### config.mk
export PLATFORM = sky130hd
export DESIGN_NAME = vga_sync_gen_flat
export DESIGN_NICKNAME = d
export VERILOG_FILES = /design/src/rtl/vga_sync_gen_if.sv /design/src/rtl/vga_sync_gen.sv /design/src/flat_wrapper.sv
export SDC_FILE = /design/constraint.sdc
export NUM_CORES = 1
export LEC_CHECK = 0
export ABC_CLOCK_PERIOD_IN_PS = 3900
export BUFFER_PORTS_ARGS = -buffer_cell sky130_fd_sc_hd__clkbuf_2
export CORE_UTILIZATION = 30
export DETAILED_ROUTE_END_ITERATION = 10
export GPL_ROUTABILITY_DRIVEN = 0
export SYNTH_ARGS = -nofsm -noshare
export SYNTH_HDL_FRONTEND = slang
export SYNTH_SLANG_ARGS = --single-unit
### constraint.sdc
create_clock -name clk -period 3.9 [get_ports clk]
set_clock_uncertainty 0.05 [all_clocks]
set_input_delay 0 -clock clk [delete_from_list [all_inputs] [get_ports clk]]
set_output_delay 0 -clock clk [all_outputs]
set_load 0.1 [all_outputs]
### src/rtl/vga_sync_gen_if.sv
// vga_sync_gen_if: raster timing bundle from the sync generator to the
// display pipeline.
//   pix_tick      - one-clk strobe on each pixel advance
//   hsync_sig     - horizontal sync, active-low
//   vsync_sig     - vertical sync, active-low
//   ready_sig     - current pixel is inside the visible area
//   col_addr_sig  - visible column, 0 outside the visible area
//   row_addr_sig  - visible row, 0 outside the visible area
//   frame_start   - one-clk pulse when the position becomes (0,0)
interface vga_sync_gen_if;
  logic        pix_tick;
  logic        hsync_sig;
  logic        vsync_sig;
  logic        ready_sig;
  logic [10:0] col_addr_sig;
  logic [10:0] row_addr_sig;
  logic        frame_start;

  modport master (
    output pix_tick, hsync_sig, vsync_sig, ready_sig,
           col_addr_sig, row_addr_sig, frame_start
  );

  modport slave (
    input  pix_tick, hsync_sig, vsync_sig, ready_sig,
           col_addr_sig, row_addr_sig, frame_start
  );
endinterface

### src/rtl/vga_sync_gen.sv
// vga_sync_gen: VGA raster timing generator.
// Divides clk by CLK_DIV to a pixel rate, runs 11-bit horizontal/vertical
// position counters and decodes sync, visible-area flag and coordinates.
// Ports:
//   clk   - system clock
//   rst_n - asynchronous active-low reset
//   vga   - timing outputs (vga_sync_gen_if.master)
// CLK_DIV must be 1..15; H/V totals must not exceed 2048.
module vga_sync_gen #(
  parameter int CLK_DIV  = 2,
  parameter int H_ACTIVE = 640,
  parameter int H_FP     = 16,
  parameter int H_SYNC   = 96,
  parameter int H_BP     = 48,
  parameter int V_ACTIVE = 480,
  parameter int V_FP     = 10,
  parameter int V_SYNC   = 2,
  parameter int V_BP     = 33
) (
  input  logic            clk,
  input  logic            rst_n,
  vga_sync_gen_if.master  vga
);
  localparam int H_TOTAL = H_ACTIVE + H_FP + H_SYNC + H_BP;
  localparam int V_TOTAL = V_ACTIVE + V_FP + V_SYNC + V_BP;

  localparam logic [3:0]  DIV_LAST = 4'(CLK_DIV - 1);
  localparam logic [10:0] H_LAST   = 11'(H_TOTAL - 1);
  localparam logic [10:0] V_LAST   = 11'(V_TOTAL - 1);
  localparam logic [10:0] H_ACT    = 11'(H_ACTIVE);
  localparam logic [10:0] V_ACT    = 11'(V_ACTIVE);
  localparam logic [10:0] HS_BEG   = 11'(H_ACTIVE + H_FP);
  localparam logic [10:0] HS_END   = 11'(H_ACTIVE + H_FP + H_SYNC);
  localparam logic [10:0] VS_BEG   = 11'(V_ACTIVE + V_FP);
  localparam logic [10:0] VS_END   = 11'(V_ACTIVE + V_FP + V_SYNC);

  logic [3:0]  div_cnt;
  logic [10:0] h_cnt, v_cnt;
  logic [10:0] h_nxt, v_nxt;
  logic        tick, h_wrap, act_nxt;

  // With CLK_DIV=1 DIV_LAST is 0, so tick stays high permanently.
  assign tick         = (div_cnt == DIV_LAST);
  assign h_wrap       = (h_cnt == H_LAST);
  assign vga.pix_tick = tick;

  always_comb begin
    h_nxt = h_cnt;
    v_nxt = v_cnt;
    if (tick) begin
      h_nxt = h_wrap ? 11'd0 : h_cnt + 11'd1;
      if (h_wrap)
        v_nxt = (v_cnt == V_LAST) ? 11'd0 : v_cnt + 11'd1;
    end
  end

  assign act_nxt = (h_nxt < H_ACT) && (v_nxt < V_ACT);

  always_ff @(posedge clk or negedge rst_n) begin
    if (!rst_n) div_cnt <= '0;
    else        div_cnt <= tick ? 4'd0 : div_cnt + 4'd1;
  end

  // Counters reset to the last position so the first advance lands on (0,0).
  always_ff @(posedge clk or negedge rst_n) begin
    if (!rst_n) begin
      h_cnt <= H_LAST;
      v_cnt <= V_LAST;
    end else begin
      h_cnt <= h_nxt;
      v_cnt <= v_nxt;
    end
  end

  // Outputs decode the next position so they change on the same edge as
  // the counters: no decode glitches and no added latency.
  always_ff @(posedge clk or negedge rst_n) begin
    if (!rst_n) begin
      vga.hsync_sig    <= 1'b1;
      vga.vsync_sig    <= 1'b1;
      vga.ready_sig    <= 1'b0;
      vga.col_addr_sig <= '0;
      vga.row_addr_sig <= '0;
      vga.frame_start  <= 1'b0;
    end else begin
      vga.hsync_sig    <= !((h_nxt >= HS_BEG) && (h_nxt < HS_END));
      vga.vsync_sig    <= !((v_nxt >= VS_BEG) && (v_nxt < VS_END));
      vga.ready_sig    <= act_nxt;
      vga.col_addr_sig <= act_nxt ? h_nxt : 11'd0;
      vga.row_addr_sig <= act_nxt ? v_nxt : 11'd0;
      // Gate with tick: position (0,0) is held for CLK_DIV clks.
      vga.frame_start  <= tick && (h_nxt == 11'd0) && (v_nxt == 11'd0);
    end
  end
endmodule

### src/flat_wrapper.sv
// flat-port wrapper written by rule: the top's interface ports become plain ports
module vga_sync_gen_flat 
#(
  parameter int CLK_DIV  = 2,
  parameter int H_ACTIVE = 640,
  parameter int H_FP     = 16,
  parameter int H_SYNC   = 96,
  parameter int H_BP     = 48,
  parameter int V_ACTIVE = 480,
  parameter int V_FP     = 10,
  parameter int V_SYNC   = 2,
  parameter int V_BP     = 33
)
  (clk, rst_n, vga_pix_tick, vga_hsync_sig, vga_vsync_sig, vga_ready_sig, vga_col_addr_sig, vga_row_addr_sig, vga_frame_start);
  vga_sync_gen_if vga_i ();
  input  logic clk;
  input  logic rst_n;
  output wire logic [$bits(vga_i.pix_tick)-1:0] vga_pix_tick;
  output wire logic [$bits(vga_i.hsync_sig)-1:0] vga_hsync_sig;
  output wire logic [$bits(vga_i.vsync_sig)-1:0] vga_vsync_sig;
  output wire logic [$bits(vga_i.ready_sig)-1:0] vga_ready_sig;
  output wire logic [$bits(vga_i.col_addr_sig)-1:0] vga_col_addr_sig;
  output wire logic [$bits(vga_i.row_addr_sig)-1:0] vga_row_addr_sig;
  output wire logic [$bits(vga_i.frame_start)-1:0] vga_frame_start;
  assign vga_pix_tick = vga_i.pix_tick;
  assign vga_hsync_sig = vga_i.hsync_sig;
  assign vga_vsync_sig = vga_i.vsync_sig;
  assign vga_ready_sig = vga_i.ready_sig;
  assign vga_col_addr_sig = vga_i.col_addr_sig;
  assign vga_row_addr_sig = vga_i.row_addr_sig;
  assign vga_frame_start = vga_i.frame_start;
  vga_sync_gen #(.CLK_DIV(CLK_DIV), .H_ACTIVE(H_ACTIVE), .H_FP(H_FP), .H_SYNC(H_SYNC), .H_BP(H_BP), .V_ACTIVE(V_ACTIVE), .V_FP(V_FP), .V_SYNC(V_SYNC), .V_BP(V_BP)) u_core (.clk(clk), .rst_n(rst_n), .vga(vga_i));
endmodule
==> qor.yml <==
drive_above_1_share_pct: 25.60
io_pins: 29
dpl.hpwl_um: 3442
clockBufferDepth: 2
async_reset_ff_share_pct: 100.0
vdd_ir_drop_max_uv: 189.1
grt_max_degree: 53
setup_slack_ns: 0.3831
root_buffer: "clkbuf_8"
overflow: 0
place_inst: 343
outcome: "completed"
drc: 0
grt_pass1_wl_um: 8424
swShare_pct: 22.29
ys.flop_type: "dfrtp_1"
path_clk_slew_ns: 0.10
fillers: 779
arrival_ns: 3.68
worstSetupEndpoint: "u_core.vga.vsync_sig"
synth_edf_count: 0
nets: 254
portBuffers: 28
setup_viol: 0
p_per_area_mw_per_mm2: 319.2
first_pass_iters: 4
synth.area.top_cells: "dfrtp_1 (42%), dfstp_2 (13%), nor3b_1 (5.0%)"
r2r_start: "u_core.div_cnt[1]"
synth_warnings: 0
multi_input_area_mm2: 0.001015
fin_util_pct: 35.90
postCtsSetupRepairBufs: 0
path_class: "reg -> reg"
pwr-share-clk_pct: 36.0
leakage_nw: 1.259
synth_area_mm2: 0.002406
crit_start: "u_core.div_cnt[1]"
die-area_mm2: 0.008382
first_iter_violations: 118
placed_area_mm2: 0.002670
period_needed_ns: 3.517
rsz0062_at_grt: "false"
drtAntennaViolNets: 0
setup_tns_ns: 0
cts_resized: 0
syn_inst: 216
num_rows: 32
drv_slew: 0
synth_top_area_cell: "dfrtp_1"
finalCritPeriodShare_pct: 90.18
insertion_delay_ns: 0.31
drv_cap: 0
grt_antenna_before_repair: 0
p_sw_uw: 197.4
track_usage_pct: 12.93
postCtsHoldBufs: 1
wire_per_inst_um: 14.30
p_seq_share_pct: 61.1
ff2ff_path_depth: 6
cp-end-kind: "flip-flop"
area_growth_syn_to_layout_pct: 15.29
hp-class: "in -> async"
diodes: 0
rr_endpoint: "u_core.vga.vsync_sig"
core_mm2: 0.007727
critPathRequiredTime_ns: 4.07
final_cell_area_mm2: 0.002774
h-tree-depth: 2
via_per_inst: 4.935
max_freq_mhz: 284.3
instances_no_fill: 352
synth_top_area_share_pct: 41.60
p_int_uw: 688.1
cts_tree: "done"
synthDistinctLibCells: 50
hold_viol: 0
worst_pin_slew_ns: 0.6455
die_h_um: 91.56
worstPathMaxFanout: 21
wl_um: 5034
synth_seq_area_share_pct: 54.71
regArea_mm2: 0.001316
die_w_um: 91.56
avgSynthCellArea_um2: 11.14
start_util_pct: 31.14
grt_pass1_vias: 1664
maxSlewHeadroom_pct: 56.96
synth_seq_cells: 52
cts_inserted_buffers: 5
cts_num_sinks: 52
pre_cts_slack_ns: 0.4075
reg2reg_slack_ns: 0.38
pwr-share-comb_pct: 2.9
vias: 1737
start_kind: "flip-flop"
[power groups by stage]
stage / Sequential [mW] / Clock, mW / Combinational [mW]
final: 0.541 / 0.319 / 0.0255
after global routing: 0.542 / 0.353 / 0.0284
after CTS: 0.541 / 0.332 / 0.0267
after detailed placement: 0.552 / 0 / 0.0259
after global placement: 0.551 / 0 / 0.0257
after floorplan: 0.563 / 0 / 0.000250
[cell families after synthesis]
family	Yosys count	synth area share [%]
multiplexers	3	1.352
adder cells (fa/ha/maj)	3	1.560
AO/OA/AOI/OAI	27	7.177
XOR/XNOR	15	5.460
other	1	0.1559
buffers and inverters	19	3.432
AND/OR/NAND/NOR	96	26.16
flip-flops	52	54.71
[critical path: stages (launching register included)]
cell,delay [ns]
dfrtp_1,0.42
or4b_1,0.80
or4_4,0.69
nor3_1,0.23
or2_1,0.17
and4bb_2,0.56
or4b_1,0.50
[layout by cell type (no fill, tap or decap), types with 3 or more instances in the layout]
master | netlist | final
dfstp_2 | 12 | 12
o31ai_1 | 3 | 3
xnor2_1 | 8 | 8
or4_1 | 6 | 6
nand4b_1 | 4 | 4
nor2_1 | 11 | 11
nor4_2 | 3 | 3
nand3_1 | 7 | 7
xor2_1 | 7 | 7
buf_4 | 0 | 5
nor3b_1 | 16 | 16
o21ai_0 | 7 | 7
ha_1 | 3 | 3
a21oi_1 | 6 | 6
a31oi_1 | 3 | 3
clkbuf_8 | 0 | 6
nand2_1 | 9 | 9
dfrtp_1 | 40 | 40
nor3_1 | 8 | 8
nand4_1 | 8 | 8
inv_1 | 9 | 9
clkbuf_2 | 0 | 28
and3_1 | 5 | 5
conb_1 | 1 | 3
[flip-flops by register name, summed over array words and instances, names as in the netlist]
register                 cells
u_core.div_cnt               4
u_core.h_cnt                11
u_core.v_cnt                11
u_core.vga.col_addr_sig     11
u_core.vga.frame_start       1
u_core.vga.hsync_sig         1
u_core.vga.ready_sig         1
u_core.vga.row_addr_sig     11
u_core.vga.vsync_sig         1
[worst min path at each step]
stage / start / endpoint / slack (ns) / cells past startpoint
detailed placement: rst_n / u_core.vga.col_addr_sig[6] / 0.11 / 2
global placement: rst_n / u_core.vga.col_addr_sig[6] / 0.11 / 2
CTS: rst_n / u_core.vga.col_addr_sig[6] / 0.32 / 3
global route: rst_n / u_core.vga.col_addr_sig[6] / 0.34 / 3
floorplan: rst_n / u_core.div_cnt[0] / -0.35 / 0
finish: rst_n / u_core.vga.col_addr_sig[6] / 0.26 / 3
[synth_stat cells, types with 3 or more instances]
cell type	n
buf_2	3
a31oi_1	3
clkbuf_1	4
nand4b_1	4
nor4_2	3
dfrtp_1	40
and3_1	5
nor2_1	11
a21oi_1	6
o31ai_1	3
o21ai_0	7
inv_1	9
or4_1	6
nand2_1	9
nor3b_1	16
dfstp_2	12
nand3_1	7
xor2_1	7
xnor2_1	8
ha_1	3
nand4_1	8
nor3_1	8
[layout make-up]
| class | instances | area share (%) |
|---|---|---|
| Tap cell | 102 | 4.601 |
| Clock inverter | 1 | 0.2706 |
| Sequential cell | 52 | 47.45 |
| Multi-Input combinational cell | 147 | 36.58 |
| Inverter | 9 | 1.218 |
| Timing Repair Buffer | 34 | 6.766 |
| Clock buffer | 7 | 3.112 |
[stage by stage]
step	power (mW)	hold slack (ns)
6_report	0.8855	0.2625
5_1_grt	0.9228	0.3400
4_1_cts	0.9004	0.3170
3_5_place_dp	0.5774	0.1096
3_3_place_gp	0.5771	0.1055
2_1_floorplan	0.5637	-0.3456
[routing by layer]
metal  up-vias  share of wire [%]  track usage, %
li1        847                  -               -
met1       845                 49           18.21
met2        41                 46           19.74
met3         4                4.0           2.848
met4         0                1.2           3.968
met5         -                  0               0
(Power assumes the default switching activity.)
